==> config.mk <==
export PLATFORM = sky130hd
export DESIGN_NAME = muldiv_ctrl
export DESIGN_NICKNAME = d
export VERILOG_FILES = /design/src/rtl/muldiv_ctrl.sv
export SDC_FILE = /design/constraint.sdc
export NUM_CORES = 1
export LEC_CHECK = 0
export BUFFER_PORTS_ARGS = -buffer_cell sky130_fd_sc_hd__buf_2
export CORE_AREA = 2 2 154 156
export CTS_CLUSTER_DIAMETER = 30
export CTS_CLUSTER_SIZE = 28
export DETAILED_ROUTE_END_ITERATION = 8
export DIE_AREA = 0 0 156 158
export HOLD_SLACK_MARGIN = 0.15
export SYNTH_ARGS = -nofsm -noshare
export SYNTH_HDL_FRONTEND = slang
export SYNTH_SLANG_ARGS = --single-unit
export TNS_END_PERCENT = 30
==> constraint.sdc <==
create_clock -name clk -period 5.9 [get_ports clk]
set_input_delay 1.18 -clock clk [delete_from_list [all_inputs] [get_ports clk]]
set_output_delay 1.18 -clock clk [all_outputs]
set_load 0.005 [all_outputs]
==> src/rtl/muldiv_ctrl.sv <==
// Sequencer for the shared multiplier and iterative divider behind EX: latches one
// mul/div operation, stalls the pipe while it runs, then issues one HI/LO write.
`timescale 1ns/1ps

module muldiv_ctrl #(
  parameter int MUL_LAT = 2
) (
  input  logic        clk,
  input  logic        rst,
  input  logic        flush,
  input  logic        op_valid,
  input  logic        op_div,
  input  logic        op_signed,
  input  logic [31:0] src_a,
  input  logic [31:0] src_b,
  output logic        stallreq,
  output logic        busy,
  output logic        mul_signed,
  output logic [31:0] mul_ina,
  output logic [31:0] mul_inb,
  input  logic [63:0] mul_result,
  output logic        div_start,
  output logic        div_signed,
  output logic [31:0] div_opa,
  output logic [31:0] div_opb,
  output logic        div_annul,
  input  logic        div_ready,
  input  logic [63:0] div_result,
  output logic        hilo_we,
  output logic [31:0] hi_wdata,
  output logic [31:0] lo_wdata
);

  localparam int CW = (MUL_LAT > 1) ? $clog2(MUL_LAT) : 1;

  typedef enum logic [1:0] {
    IDLE     = 2'd0,
    MUL_WAIT = 2'd1,
    DIV_RUN  = 2'd2,
    DONE     = 2'd3
  } state_t;

  state_t          state_reg;
  logic [31:0]     a_reg;
  logic [31:0]     b_reg;
  logic            signed_reg;
  logic [31:0]     hi_reg;
  logic [31:0]     lo_reg;
  logic [CW-1:0]   cnt_reg;

  always_ff @(posedge clk) begin
    if (rst) begin
      state_reg  <= IDLE;
      a_reg      <= '0;
      b_reg      <= '0;
      signed_reg <= 1'b0;
      hi_reg     <= '0;
      lo_reg     <= '0;
      cnt_reg    <= '0;
    end else if (flush) begin
      state_reg <= IDLE;
    end else begin
      case (state_reg)
        IDLE: begin
          if (op_valid) begin
            a_reg      <= src_a;
            b_reg      <= src_b;
            signed_reg <= op_signed;
            if (!op_div) begin
              state_reg <= MUL_WAIT;
              cnt_reg   <= CW'(MUL_LAT - 1);
            end else if (src_b != 32'd0) begin
              state_reg <= DIV_RUN;
            end else begin
              // Divide by zero resolves without touching the divider.
              state_reg <= DONE;
              hi_reg    <= src_a;
              lo_reg    <= 32'hFFFF_FFFF;
            end
          end
        end
        MUL_WAIT: begin
          if (cnt_reg == '0) begin
            hi_reg    <= mul_result[63:32];
            lo_reg    <= mul_result[31:0];
            state_reg <= DONE;
          end else begin
            cnt_reg <= cnt_reg - 1'b1;
          end
        end
        DIV_RUN: begin
          if (div_ready) begin
            hi_reg    <= div_result[63:32];
            lo_reg    <= div_result[31:0];
            state_reg <= DONE;
          end
        end
        DONE: begin
          // op_valid is still the same instruction here; EX advances on this edge.
          state_reg <= IDLE;
        end
        default: state_reg <= IDLE;
      endcase
    end
  end

  assign busy = (state_reg != IDLE);

  assign stallreq = !rst && !flush &&
                    (((state_reg == IDLE) && op_valid) ||
                     (state_reg == MUL_WAIT) || (state_reg == DIV_RUN));

  assign mul_signed = (state_reg == MUL_WAIT) && signed_reg;
  assign mul_ina    = (state_reg == MUL_WAIT) ? a_reg : 32'd0;
  assign mul_inb    = (state_reg == MUL_WAIT) ? b_reg : 32'd0;

  assign div_start  = (state_reg == DIV_RUN);
  assign div_signed = signed_reg;
  assign div_opa    = a_reg;
  assign div_opb    = b_reg;
  // rst resets the divider itself, so no annul pulse is needed then.
  assign div_annul  = !rst && flush && (state_reg == DIV_RUN);

  assign hilo_we  = !rst && !flush && (state_reg == DONE);
  assign hi_wdata = hi_reg;
  assign lo_wdata = lo_reg;

endmodule

==> results.py <==
metrics = {
    "status": {
        "status": "completed",
    },
    "place": {
        "dpl.hpwl_um": 18200,
        "io_buffers": 397,
        "gp_congestion": 0.792,
    },
    "grt": {
        "grt_usage": 0.201,
        "overflow": 0,
        "antenna_found_initial": 1,
        "grt_pass1_wl_um": 38700,
        "grt_max_degree": 99,
        "grt_pass1_vias": 7016,
    },
    "critical_path": {
        "cp-end-kind": "primary output",
        "cp.arrival_ps": 2660,
        "setup.worst_path.start_class": "flop",
        "path_class": "reg -> out",
        "cp_max_fo": 68,
        "required_ps": 4720,
    },
    "synthesis": {
        "synthTopCellsByArea": "dfxtp_1 39%, a22oi_1 11%, a21oi_1 9.7%, nand2_1 7.6%, and2_1 6.0%",
        "synth-edff-count": 0,
        "synth_area_um2": 6800,
        "yosys_warnings": 0,
        "synth_ff_type": "dfxtp_1",
        "synth_cell_types": 31,
        "synth_top_area_share": 0.389,
        "syn-num-nets": 1092,
        "yosys.area.top_type": "dfxtp_1",
        "ys_ff_latch": 132,
        "async_flop_share": 0,
        "avgSynthCellArea_um2": 7.67,
        "yosysSeqAreaShare": 0.389,
        "synthCells": 887,
    },
    "route": {
        "vias_per_cell": 5.03,
        "firstDrtPassIters": 5,
        "wire_per_inst_um": 16.9,
        "drt_iter0_drc": 483,
        "drt_wl_total_um": 25700,
        "drc": 0,
        "vias": 7672,
        "antenna_left": 0,
    },
    "floorplan": {
        "fp-row-count": 56,
        "core_area_um2": 23100,
        "io_pins": 398,
        "die_w_um": 156,
        "start_util": 0.295,
        "die_h_um": 158,
        "die_area_um2": 24600,
    },
    "cts": {
        "clkLatencyLatePin_ps": 420,
        "htree_levels": 4,
        "clock-sinks": 132,
        "cts_resized": 0,
        "cts_setup_buffers": 0,
        "clockRootBuffer": "clkbuf_16",
        "numCtsBuffers": 17,
        "cts_tree": "built",
        "ctsHoldBuffers": 0,
        "cts_buffer_depth": 2,
        "clkTransAtPathRegs_ps": 70,
    },
    "sta": {
        "rsz0062_at_grt": "no",
        "hold_ws_ps": 461,
        "max_freq_ghz": 0.261,
        "maxSlewHeadroom": 0.231,
        "hold_violations": 0,
        "tns_ps": 0,
        "skew_ps": 11.8,
        "worst_pin_slew_ps": 1150,
        "finalCritPeriodShare": 0.650,
        "slew_violations": 0,
        "fin_crit_ps": 3840,
        "setup_viol": 0,
    },
    "finish": {
        "syn_to_final_growth_pct": 39.9,
        "nNetsFinal": 1427,
        "diodes": 0,
        "drive_gt1_frac": 0.386,
        "nFillCells": 2384,
    },
    "power": {
        "p_leak_uw": 0.00437,
        "ir_drop_mv": 0.125,
        "power.density_nw_per_um2": 265,
    },
    "job": {
        "maxCapViolCount": 0,
    },
    "hold_path": {
        "hold_path_class": "reg -> reg",
    },
}
-- metrics by stage --
stage / instance area (um^2) / util / power [uW] / setup slack [ps] / instances
6_report: 9520 / 0.413 / 2520 / 2060 / 1525
5_1_grt: 9520 / 0.413 / 2650 / 1860 / 1525
4_1_cts: 9520 / 0.413 / 2550 / 2020 / 1525
3_5_place_dp: 8930 / 0.388 / 1490 / 2330 / 1493
3_3_place_gp: 8930 / 0.388 / 1480 / 2360 / 1493
2_1_floorplan: 6800 / - / 1260 / 2610 / 887
-- cells in the mapped netlist (2+ instances only) --
library cell and number:
nand2_1 138, mux2_2 30, nand3_1 64, nor4_1 8, a22oi_1 96, dfxtp_1 132, a21oi_1 132, nor2b_1 33
a31oi_1 32, buf_2 4, a211oi_1 2, ha_1 6, clkbuf_1 69, mux2_1 2, inv_1 5, buf_1 16
and2_1 65, nor2_1 40
-- power breakdown --
| group | leakage [uW] | internal (uW) | switching, uW | total [uW] |
|---|---|---|---|---|
| clock | 0.000285 | 604 | 452 | 1060 |
| combinational | 0.00301 | 195 | 275 | 470 |
| sequential | 0.00107 | 952 | 41.0 | 993 |
-- critical path, cell delays in order, from the launching register on --
cell      delay [ps]
dfxtp_1          340
inv_1            190
ha_4             530
buf_4            600
nor2_1           100
a211oi_1         250
buf_2            160
-- cell families (layout without fill, tap and decap cells) --
| kind of cell | after synthesis | count (layout) | share of synthesized area |
|---|---|---|---|
| mux | 32 | 32 | 0.0530 |
| flops | 132 | 132 | 0.389 |
| fa+ha+maj | 6 | 6 | 0.0110 |
| buf+inv | 94 | 442 | 0.0526 |
| simple gates | 353 | 353 | 0.250 |
| compound gates | 270 | 270 | 0.245 |
-- final timing paths --
check	startpoint	depth (start not counted)	slack [ps]	end
setup reg to reg	state_reg[1]	7	2660	lo_wdata[8]
hold / removal	div_opb[24]	2	460	div_opb[24]
hold reg to reg	div_opb[24]	2	460	div_opb[24]
setup / recovery	state_reg[1]	6	2060	stallreq
-- per-layer routing --
layer	routed length, um	up-vias	track usage
met5	13	-	0
met4	474	2	0.0620
met3	1790	35	0.0482
met2	12600	335	0.345
met1	10900	3507	0.250
li1	-	3793	-
-- cells in the final DEF (no fill, tap or decap), drive strengths merged, types with 32 or more instances in the layout --
cell,count
dfxtp,132
nor2,40
a31oi,32
nand3,64
buf,405
and2,65
nand2,138
a22oi,96
mux2,32
a21oi,132
nor2b,33
-- final cells by class --
type	instances	area, um^2	share of cell area
well taps	290	363	0.0381
flip-flops and latches	132	2640	0.278
clock inverters	14	141	0.0149
inverters	5	18.8	0.00197
multi-input cells	661	3860	0.406
repair buffers	405	2050	0.215
clock buffers	18	439	0.0462
Note: power is estimated with default switching activity, not from simulation.
